===== config.mk =====
export PLATFORM = sky130hd
export DESIGN_NAME = counter_nbit_updown
export DESIGN_NICKNAME = d
export VERILOG_FILES = /design/src/rtl/counter_nbit_updown.sv
export SDC_FILE = /design/constraint.sdc
export NUM_CORES = 1
export LEC_CHECK = 0
export BUFFER_PORTS_ARGS = -buffer_cell sky130_fd_sc_hd__buf_2
export CAP_MARGIN = 20
export CORE_AREA = 5 5 42 44
export DETAILED_ROUTE_END_ITERATION = 7
export DIE_AREA = 0 0 47 49
export GPL_TIMING_DRIVEN = 0
export PLACE_DENSITY = 0.71
export SLEW_MARGIN = 20
export SYNTH_ARGS = -nofsm -noshare
export SYNTH_HDL_FRONTEND = slang
export SYNTH_SLANG_ARGS = --single-unit

===== constraint.sdc =====
create_clock -name clk -period 6 [get_ports clk]
set_clock_uncertainty 0.1 [all_clocks]
set_input_delay 1.8 -clock clk [delete_from_list [all_inputs] [get_ports clk]]
set_output_delay 1.8 -clock clk [all_outputs]
set_load 0.03 [all_outputs]

===== src/rtl/counter_nbit_updown.sv =====
// counter_nbit_updown: parametrised synchronous up/down counter with
// parallel load, wrap or saturate at the terminal value, and a
// combinational terminal-count output that can drive the next stage's enable.
// Optional build macro: CNT_STICKY_OVF_EN makes ovf sticky until clr or ovf_clr.
// Without it, ovf is a one-cycle pulse on the edge after tc.
module counter_nbit_updown #(
  parameter int WIDTH    = 6,
  parameter int MODULUS  = 64,
  parameter int SATURATE = 0
) (
  input  logic             clk,
  input  logic             clr,
  input  logic             enable,
  input  logic             load,
  input  logic [WIDTH-1:0] load_val,
  input  logic             up_dn,
  input  logic             ovf_clr,
  output logic [WIDTH-1:0] count,
  output logic             tc,
  output logic             ovf
);

  // MOD_EXT is one bit wider so MODULUS == 2**WIDTH still compares exactly.
  localparam logic [WIDTH:0]   MOD_EXT = (WIDTH+1)'(MODULUS);
  localparam logic [WIDTH-1:0] TOP     = WIDTH'(MODULUS - 1);
  localparam bit               SAT     = (SATURATE != 0);

  logic             at_term;
  logic [WIDTH-1:0] load_clamped;
  logic [WIDTH-1:0] count_step;

  // Terminal value follows up_dn combinationally.
  assign at_term      = up_dn ? (count == TOP) : (count == '0);
  assign tc           = enable & ~load & ~clr & at_term;
  assign load_clamped = ({1'b0, load_val} >= MOD_EXT) ? TOP : load_val;

  // Next value for a counting edge; wrap by explicit compare, never by overflow.
  always_comb begin
    count_step = count;
    if (at_term) begin
      if (SAT)        count_step = count;
      else if (up_dn) count_step = '0;
      else            count_step = TOP;
    end else if (up_dn) begin
      count_step = count + 1'b1;
    end else begin
      count_step = count - 1'b1;
    end
  end

  // Count register: clr > load > enable > hold.
  always_ff @(posedge clk) begin
    if (clr)         count <= '0;
    else if (load)   count <= load_clamped;
    else if (enable) count <= count_step;
  end

`ifdef CNT_STICKY_OVF_EN
  // Sticky overflow: set by tc, cleared by clr or ovf_clr; clear wins on a tie.
  always_ff @(posedge clk) begin
    if (clr || ovf_clr) ovf <= 1'b0;
    else if (tc)        ovf <= 1'b1;
  end
`else
  // One-cycle overflow pulse on the edge after tc; ovf_clr has no role here.
  always_ff @(posedge clk) begin
    if (clr) ovf <= 1'b0;
    else     ovf <= tc;
  end

  logic unused_ovf_clr;
  assign unused_ovf_clr = ovf_clr;
`endif

endmodule


### Yosys cells after proc, flatten, opt, wreduce, memory -nomap -nowiden

Cells that the tools add are included.

* bits of input ports: 12
* logic and storage cells: 18
* flip-flop bits (word level): 7
* output and inout bits: 8

* reductions and logical operators: 2
* multiplexer cells: 6
* add/sub/neg operators: 2
* equal/unequal tests: 1
* bitwise operators: 5

Operator list (number)
* 6-bit two-way mux: 5
* 6-bit by 1-bit adder with 6-bit output (second input constant): 1
* 6-bit == test (second input constant): 1
* 6-bit logical NOT: 1
* 6-bit by 1-bit subtractor with 6-bit output (second input constant): 1
* 1-bit bitwise AND: 3
* 1-bit inverter: 2
* 2-bit nonzero test: 1
* 1-bit two-way mux: 1

### Longest topological paths before layout

Gate-level depths: netlist (run 1).

* depth in word-level cells: 5
* gate-level depth with buffers: 7
* depth with buffers taken out: 7

### Least setup slack after synthesis (run 1)

OpenSTA, ideal clock, no wires.

* path type: input-to-output
* start: input port up_dn
* end: output port tc
* data required time: 4100 ps
* stages: 4
* path buffers: 0
* slack: 1542 ps
* arrival time: 2558 ps
* path through: nor4_2 nand2_1 o21ai_0 and2_1

* cells in the longest elaborated chain, start to end: 2

RTL lines
* from (decl): line 16 `input logic up_dn,`
* 1-bit two-way mux: line 33 `assign at_term = up_dn ? (count == TOP) : (count == '0);`
* 1-bit bitwise AND: line 34 `assign tc = enable & ~load & ~clr & at_term;`
* to (decl): line 19 `output logic tc,`

No other way between the ends.

### Worst setup path in the final report (run 1)

Same ends and word-level chain as after synthesis.

==> results of run 1 <==
[cell families (layout without fill, tap and decap cells)]
family / after synthesis / after routing
AO/OA/AOI/OAI: 24 / 24
XOR/XNOR: 3 / 3
adder cells (fa/ha/maj): 5 / 5
buffers and inverters: 5 / 26
flip-flops: 7 / 7
multiplexers: 2 / 2
AND/OR/NAND/NOR: 26 / 26
[Yosys cell counts (all sizes together), types with 2 or more instances]
library cell | n | share of area
dfxtp | 7 | 0.24
buf | 2 | 0.038
o221ai | 2 | 0.030
o21ai | 6 | 0.051
a21o | 2 | 0.028
inv | 3 | 0.019
a211oi | 2 | 0.026
or3 | 3 | 0.032
ha | 4 | 0.085
nor2 | 6 | 0.038
o211ai | 2 | 0.034
nor3 | 3 | 0.026
xor2 | 2 | 0.030
mux2i | 2 | 0.034
and2 | 2 | 0.021
nand2 | 7 | 0.045
a21oi | 7 | 0.060
[stage by stage]
step                      area [sq um]   util  cells  hold slack (ns)
after detailed placement           692  0.494    105            0.624
final                              718  0.513    109            0.637
after floorplan                    587      -     72            0.676
after CTS                          718  0.513    109            0.634
after global placement             692  0.494    105            0.631
after global routing               718  0.513    109            0.660
[report_power, final]
part	total [mW]	internal [mW]	leakage, nW	switching, mW
clock	0.0428	0.0254	0.0150	0.0174
sequential	0.0562	0.0505	0.0581	0.00574
combinational	0.0546	0.0230	0.260	0.0315
total	0.154	0.0989	0.333	0.0547
[worst max-delay path: stages]
cell	delay, ns
buf_2	0.14
nor4_2	0.19
nand2_1	0.15
o21ai_0	0.21
and2_1	0.14
buf_2	0.19
[worst max-delay path by stage]
| stage | startpoint | to | slack, ns |
|---|---|---|---|
| 6_report | up_dn | tc | 1.28 |
| 5_1_grt | up_dn | tc | 1.16 |
| 3_3_place_gp | up_dn | tc | 1.33 |
| 4_1_cts | up_dn | tc | 1.29 |
| 2_1_floorplan | up_dn | tc | 1.54 |
| 3_5_place_dp | up_dn | tc | 1.30 |
[cell type report]
class                           instances  area, sq um
Sequential cell                         7          140
Clock buffer                            4         26.3
Inverter                                3         11.3
Tap cell                               16         20.0
Multi-Input combinational cell         60          413
Timing Repair Buffer                   17         85.1
Fill cell                             146          683
Buffer                                  2         22.5
[routing by layer]
layer | vias to the layer above | global-route usage
met3 | 0 | 0.0258
met2 | 14 | 0.233
met4 | 0 | 0.0415
li1 | 310 | -
met1 | 271 | 0.153
met5 | - | 0
[state kept, by name, summed over array words and instances (netlist names)]
register  cells
count         6
ovf           1
==> out/results.ini, run 1 <==
[outcome]
status=completed

[worst_hold_path]
hold_path_end=count[1]
hp-class=flop to flop
hp-start=count[1]
hold_depth=2

[worst_setup_path]
rr_endpoint=count[5]
worst_setup_path_start_kind=primary input
crit_fanout=6
r2r_setup_slack_ns=4.15
reg2reg_from=count[1]
reg2reg_depth=6
crit_type=primary input to primary output
worstPathArrival_ns=2.82
endpoint_kind=primary output
required_ns=4.10

[sta]
setup_ws_ns=1.28
slew_headroom=0.790
max_clock_freq_mhz=212
drv_slew=0
min_period_ns=4.72
setup_tns_ns=0
rsz0062_at_grt=false
hold_viol=0
finalSetupViolations=0
tightest_slew_ns=0.314
min_period_over_period=0.787

[yosys]
ys_types=29
synth-edff-count=0
syn_nets=89
ys_ff_latch=7
synth_top_family_by_area=compound AO/OA/AOI/OAI gates
syn_area_per_cell_sq_um=8.15
yosysSeqAreaShare=0.239
netlist_instances=72
muxShareOfSynthArea=0.0341
synthAdderAreaFrac=0.119
yosys_warnings=0
synthArstFlopShare=0
ys.flop_type=dfxtp_1
yosys.area_share.simple=0.235
synth_compound_area_frac=0.271
synthXorXnorAreaFrac=0.0448
synthesis.area_sq_um=587

[placement]
pre_cts_slack_ns=1.30
gp_congestion=0.743
port_buffers=17
dp_hpwl_um=1130

[detailed_routing]
wl_met3_um=51
top_layer=met3
routed_wl_um=1390
drt_iter0_markers=5
ant_nets=0
wl_met2_um=715
met1Wirelength_um=620
vias=595
vias_per_cell=5.46
wire_per_inst_um=12.7
dr.pass1.iters=2
drc=0

[grt]
grt_pass1_vias=531
grt_max_degree=11
grtUsageTotal=0.133
gr-total-overflow=0
grt_pass1_wl_um=2330
antenna_found_initial=0

[clock_tree]
clk_latency_ns=0.25
cts_resized=0
cts_made_buffers=3
path_clk_slew_ns=0.06
cts_hold_buf=0
cts_tree=built
cts.path.max_buffers=2
cts-root-buf=clkbuf_4
h-tree-depth=1
postCtsSetupBuffers=0
cts_num_sinks=7

[finish]
syn2layout_area_growth_pct=22.4
final_common_cell=buf_2
diodes=0
drive_above_1_share=0.280
finalNetCount=111
final_cell_mix=17 x buf_2, 7 x nand2_1, 7 x a21oi_1, 7 x dfxtp_1

[power]
vdd_drop_max_mv=0.124
p_leak_nw=0.333
power_density_mw_per_mm2=214
finalPower_uw=154

[floorplanning]
die_area_sq_mm=0.00230
start_util=0.419
chipWidth_um=47
dieHeight_um=49
core_area_sq_mm=0.00140
io_pins=20
rows=14

[flow_run]
drv_cap=0

Power figures use the tool's default switching activity.
==> run 2, diff against run 1 <==
Settings changed: CORE_AREA 5 5 42 44 to not set, CORE_MARGIN set to 5, CORE_UTILIZATION set to 43, DIE_AREA 0 0 47 49 to not set, PLACE_DENSITY 0.71 to 0.73.
Clock period 6 ns to 3.9 ns, I/O delays scaled along.
==> run 2 against run 1 <==
Net effect:
- sequential power is 53% higher
- worst setup slack worse by 0.80 ns
- total power is 54% higher
- register-to-register slack worse by 2.1 ns
- non-clock buffer count stayed put
- flip-flop and latch count stayed put
- via count is 0.50% lower
- final cell count is 0.92% lower
- utilization is 3.8 points higher
- hold slack worse by 0.022 ns
- largest power group unchanged
- highest routed layer unchanged
==> out/results.ini, run 2 (same netlist as run 1, synthesis figures left out) <==
[outcome]
status=completed  ; unchanged

[floorplanning]
chipWidth_um=46.9  ; was 47 um
die_area_sq_mm=0.00220  ; was 0.00230 sq mm
rows=13  ; was 14
start_util=0.451  ; was 0.419
io_pins=20  ; unchanged
dieHeight_um=46.9  ; was 49 um
core_area_sq_mm=0.00130  ; was 0.00140 sq mm

[detailed_routing]
dr.pass1.iters=4  ; was 2
vias=592  ; was 595
routed_wl_um=1350  ; was 1390 um
drt_iter0_markers=4  ; was 5
drc=0  ; unchanged
ant_nets=0  ; unchanged
vias_per_cell=5.48  ; was 5.46
wire_per_inst_um=12.5  ; was 12.7 um

[sta]
finalSetupViolations=0  ; unchanged
tightest_slew_ns=0.300  ; was 0.314 ns
setup_tns_ns=0  ; unchanged
hold_viol=0  ; unchanged
max_clock_freq_mhz=292
slew_headroom=0.799  ; was 0.790
rsz0062_at_grt=false  ; unchanged
drv_slew=0  ; unchanged
min_period_over_period=0.877
min_period_ns=3.42

[placement]
dpl_cell_area_sq_um=691  ; was 692 sq um
port_buffers=17  ; unchanged
gp_congestion=0.780  ; was 0.743
dp_hpwl_um=1080  ; was 1130 um

[finish]
largest_reg_flops=6  ; unchanged
largest_register=count  ; unchanged
final_common_cell=buf_2  ; unchanged
finalNetCount=111  ; unchanged
fin_util=0.551  ; was 0.513
final_area_sq_um=717  ; was 718 sq um
diodes=0  ; unchanged
final_cell_mix=17 x buf_2, 7 x nand2_1, 7 x a21oi_1, 7 x dfxtp_1  ; unchanged
drive_above_1_share=0.280  ; unchanged
top_regs=count (6), ovf (1)  ; unchanged
syn2layout_area_growth_pct=22.2  ; was 22.4%

[worst_setup_path]
worst_path_most_repeated_cell=buf_2  ; unchanged
worst_setup_path_start_kind=primary input  ; unchanged
crit_family=simple AND/OR/NAND/NOR gates  ; unchanged
worstPathArrival_ns=2.15  ; was 2.82 ns
crit_slowest_cell=buf_2  ; was o21ai_0
endpoint_kind=primary output  ; unchanged
crit_type=primary input to primary output  ; unchanged
critPathMaxStageDelay_ns=0.19  ; was 0.21 ns
reg2reg_from=count[1]  ; unchanged
crit_chain=buf_2 -> nor4_2 -> nand2_1 -> o21ai_0 -> and2_1 -> buf_2  ; unchanged
critPathLaunch=up_dn  ; unchanged
r2r_setup_slack_ns=2.08  ; was 4.15 ns
crit_fanout=6  ; unchanged
worst-path-buf-inv=2  ; unchanged
required_ns=2.63  ; was 4.10 ns

[grt]
grt_pass1_vias=566  ; was 531
grt_util_met1=0.193  ; was 0.153
antenna_found_initial=0  ; unchanged
use_met2=0.225  ; was 0.233
use_met3=0.0690  ; was 0.0258
grtUsageTotal=0.147  ; was 0.133
gr-total-overflow=0  ; unchanged
grt_busiest_layer=met2  ; unchanged
grt_pass1_wl_um=2300  ; was 2330 um
grt_max_degree=11  ; unchanged

[power]
internal_power_uw=152  ; was 98.9 uW
power_density_mw_per_mm2=330  ; was 214 mW/mm^2
netSwitchingFraction=0.357  ; was 0.356
pwr-share-seq=0.364  ; was 0.366
clockPowerShare=0.282  ; was 0.279
p_leak_nw=0.333  ; unchanged
vdd_drop_max_mv=0.173  ; was 0.124 mV
power.net_switching_uw=84.4  ; was 54.7 uW
comb_power_share=0.355  ; about the same

[clock_tree]
cts.path.max_buffers=2  ; unchanged
cts-root-buf=clkbuf_4  ; unchanged
cts_num_sinks=7  ; unchanged
cts_resized=0  ; unchanged
clk_latency_ns=0.25  ; about the same
cts_hold_buf=0  ; unchanged
postCtsSetupBuffers=0  ; unchanged
h-tree-depth=1  ; unchanged
cts_tree=built  ; unchanged
path_clk_slew_ns=0.05  ; was 0.06 ns
cts_made_buffers=3  ; unchanged

[worst_hold_path]
hp-start=count[1]  ; unchanged
hp-class=flop to flop  ; unchanged

[flow_run]
drv_cap=0  ; unchanged

==> run 2: final timing paths <==
kind / end / cells after the start
min: count[1] / 2
max: tc / 6
min reg2reg: count[1] / 2
max reg2reg: count[5] / 6
==> run 2: per-stage QoR <==
step | worst slack [ns] | hold slack [ns] | power (mW) | cells
final | 0.481 | 0.615 | 0.236 | 108
after detailed placement | 0.479 | 0.611 | 0.172 | 104
after global routing | 0.305 | 0.649 | 0.254 | 108
after global placement | 0.501 | 0.602 | 0.170 | 104
after CTS | 0.481 | 0.620 | 0.239 | 108
after floorplan | 0.702 | 0.676 | 0.148 | 72
==> run 2: worst min-delay path, cell delays in order (launching register included) <==
cell and delay (ns):
dfxtp_1 0.38, o221ai_1 0.22, a21oi_1 0.07
==> run 2: per-layer routing <==
metal	part of all wire	up-vias
met1	0.47	269
met2	0.48	12
met3	0.056	0
li1	-	311
met4	0	0
met5	0	-
==> run 2: cell type report <==
| type | instances | area, sq um |
|---|---|---|
| Multi-Input combinational cell | 60 | 413 |
| Inverter | 3 | 11.3 |
| Tap cell | 15 | 18.8 |
| Clock buffer | 4 | 26.3 |
| Buffer | 2 | 22.5 |
| Fill cell | 128 | 584 |
| Sequential cell | 7 | 140 |
| Timing Repair Buffer | 17 | 85.1 |
==> run 2: power groups by stage <==
stage	combinational [mW]	clock [mW]	sequential, mW
global route	0.0928	0.0741	0.0874
CTS	0.0842	0.0688	0.0861
detailed placement	0.0839	0	0.0876
finish	0.0839	0.0666	0.0860
global placement	0.0821	0	0.0875
floorplan	0.0505	0	0.0977
==> run 3, diff against run 2 <==
Settings changed: ABC_AREA set to 1.
==> run 3 against run 2 <==
Net effect:
- via count increased by 2.5%
- register-to-register slack improved by 0.23 ns
- first-iteration DRC count rose to 4.0 times the previous value
- non-clock buffer count down 1
- wire length decreased by 1.4%
- combinational power is 5.2% higher
- worst setup slack improved by 0.051 ns
- synthesized cell count increased by 21%
- utilization down 0.38 points
==> out/results.ini, run 3 <==
[outcome]
status=completed  ; unchanged

[floorplanning]
io_pins=20  ; unchanged
start_util=0.451  ; unchanged
core_area_sq_mm=0.00130  ; unchanged
rows=13  ; unchanged
dieHeight_um=46.9  ; unchanged
die_area_sq_mm=0.00220  ; unchanged
chipWidth_um=46.9  ; unchanged

[finish]
drive_above_1_share=0.262  ; was 0.280
final_common_cell=nand2_1  ; was buf_2
largest_reg_flops=6  ; unchanged
fin_cells=122  ; was 108
finalNetCount=125  ; was 111
diodes=0  ; unchanged
final_cell_mix=29 x nand2_1, 17 x buf_2, 10 x inv_1, 7 x dfxtp_1, 5 x nor2_1  ; was 17 x buf_2, 7 x nand2_1, 7 x a21oi_1, 7 x dfxtp_1
syn2layout_area_growth_pct=21.3  ; was 22.2%
top_regs=count (6), ovf (1)  ; unchanged
largest_register=count  ; unchanged

[grt]
grt_pass1_vias=561  ; was 566
gr-total-overflow=0  ; unchanged
grt_max_degree=11  ; unchanged
antenna_found_initial=0  ; unchanged
grt_pass1_wl_um=2390  ; was 2300 um
grtUsageTotal=0.152  ; was 0.147

[yosys]
syn_nets=104  ; was 89
synthesis.area_sq_um=587  ; unchanged
ys.flop_type=dfxtp_1  ; unchanged
yosysSeqAreaShare=0.239  ; unchanged
syn_area_per_cell_sq_um=6.74  ; was 8.15 sq um
yosysMostFrequentCell=nand2_1
yosysTopAreaCell=dfxtp_1  ; unchanged
yosys_warnings=0  ; unchanged
ys_types=23  ; was 29
synthArstFlopShare=0  ; unchanged
ys_ff_latch=7  ; unchanged
synth_top_area_frac=0.239  ; unchanged
yosys-top-cells-count=29 x nand2_1, 10 x inv_1, 7 x dfxtp_1  ; was 7 x a21oi_1, 7 x dfxtp_1, 7 x nand2_1
synth-edff-count=0  ; unchanged
synth_area_leaders=dfxtp_1 24%, nand2_1 19%, ha_1 8.5%, inv_1 6.4%, a21oi_2 6.0%  ; was dfxtp_1 24%, ha_1 8.5%, a21oi_1 6.0%, o21ai_0 5.1%, nand2_1 4.5%
netlist_instances=87  ; was 72

[detailed_routing]
drt_iter0_markers=16  ; was 4
routed_wl_um=1330  ; was 1350 um
wire_per_inst_um=10.9  ; was 12.5 um
vias_per_cell=4.98  ; was 5.48
vias=607  ; was 592
ant_nets=0  ; unchanged
drc=0  ; unchanged
dr.pass1.iters=4  ; unchanged

[sta]
min_period_over_period=0.864  ; was 0.877
slew_headroom=0.712  ; was 0.799
rsz0062_at_grt=false  ; unchanged
drv_slew=0  ; unchanged
holdWs_ns=0.411  ; was 0.615 ns
max_clock_freq_mhz=297  ; was 292 MHz
setup_tns_ns=0  ; unchanged
min_period_ns=3.37  ; was 3.42 ns
setup_ws_ns=0.532  ; was 0.481 ns
finalSetupViolations=0  ; unchanged
hold_viol=0  ; unchanged
tightest_slew_ns=0.431  ; was 0.300 ns

[worst_setup_path]
crit_family=simple AND/OR/NAND/NOR gates  ; unchanged
endpoint_kind=primary output  ; unchanged
worst-path-buf-inv=3  ; was 2
worst_setup_path_start_kind=primary input  ; unchanged
crit_chain=buf_2 -> nor2_1 -> inv_1 -> nor2_2 -> nand2_2 -> nand2_1 -> nand2_1 -> nor2_1 -> buf_2  ; was buf_2 -> nor4_2 -> nand2_1 -> o21ai_0 -> and2_1 -> buf_2
crit_fanout=5  ; was 6
crit_slowest_cell=buf_2  ; unchanged
required_ns=2.63  ; about the same
critPathMaxStageDelay_ns=0.20  ; was 0.19 ns
worstPathArrival_ns=2.10  ; was 2.15 ns
crit_type=primary input to primary output  ; unchanged

[power]
internal_power_uw=151  ; was 152 uW
comb_power_share=0.364  ; was 0.355
power.net_switching_uw=91.3  ; was 84.4 uW
p_leak_nw=0.389  ; was 0.333 nW
pwr-share-seq=0.351  ; was 0.364
finalPower_uw=242  ; was 236 uW
netSwitchingFraction=0.376  ; was 0.357
power_density_mw_per_mm2=341  ; was 330 mW/mm^2
vdd_drop_max_mv=0.260  ; was 0.173 mV
clockPowerShare=0.285  ; was 0.282

[flow_run]
drv_cap=0  ; unchanged

[clock_tree]
cts-root-buf=clkbuf_4  ; unchanged
path_clk_slew_ns=0.06  ; was 0.05 ns
cts.path.max_buffers=2  ; unchanged
cts_made_buffers=3  ; unchanged
cts_num_sinks=7  ; unchanged
cts_tree=built  ; unchanged
postCtsSetupBuffers=0  ; unchanged
cts_resized=0  ; unchanged
h-tree-depth=1  ; unchanged
cts_hold_buf=0  ; unchanged
clk_latency_ns=0.26  ; was 0.25 ns

[placement]
placedCellCount=118  ; was 104
port_buffers=16  ; was 17
pre_cts_slack_ns=0.528  ; was 0.479 ns
gp_congestion=0.765  ; was 0.780
dp_hpwl_um=1060  ; was 1080 um

[worst_hold_path]
hp-class=flop to flop  ; unchanged

[run 3: logic make-up (layout without fill, tap and decap cells)]
group	Yosys count	count (layout)	synth area share
simple gates	45	45	0.341
xor+xnor	3	3	0.0448
flops	7	7	0.239
fa+ha+maj	5	5	0.119
buf+inv	12	32	0.0789
compound gates	15	15	0.177
[run 3: tightest hold or removal path, cell delays in order (launching register included)]
cell and delay [ns]:
dfxtp_1 0.33, nand2_1 0.09, a21oi_2 0.05
[run 3: layer usage]
layer / routed length, um / vias up / track usage
met5: 0 / - / 0
met1: 615 / 269 / 0.201
met2: 617 / 14 / 0.236
li1: - / 324 / -
met4: 0 / 0 / 0.0331
met3: 94 / 0 / 0.0575
[run 3: cell type report]
class,count,area [sq um]
plain buffers,2,8.76
fillers,143,589
well taps,15,18.8
flip-flops and latches,7,140
clock buffers,4,26.3
repair buffers,16,80.1
inverters,10,37.5
multi-input cells,68,400
[run 3: through the flow]
step,utilization,instance area (sq um)
final,0.547,712
after global routing,0.547,712
after CTS,0.547,712
after detailed placement,0.527,686
after global placement,0.527,686
after floorplan,-,587
[run 3: power by group through the flow]
stage                     Combinational (mW)  Sequential (mW)  Clock, mW
after floorplan                       0.0583           0.0959          0
after global placement                0.0873           0.0865          0
after detailed placement              0.0890           0.0868          0
after CTS                             0.0892           0.0853     0.0709
after global routing                   0.100           0.0866     0.0768
final                                 0.0883           0.0851     0.0691
[run 3: path summary, 6_finish.rpt]
kind	start	end	slack [ns]	cells past startpoint
setup / recovery	up_dn	tc	0.53	9
hold / removal	count[5]	count[5]	0.41	2
setup reg to reg	count[0]	count[4]	2.31	8
hold reg to reg	count[5]	count[5]	0.41	2
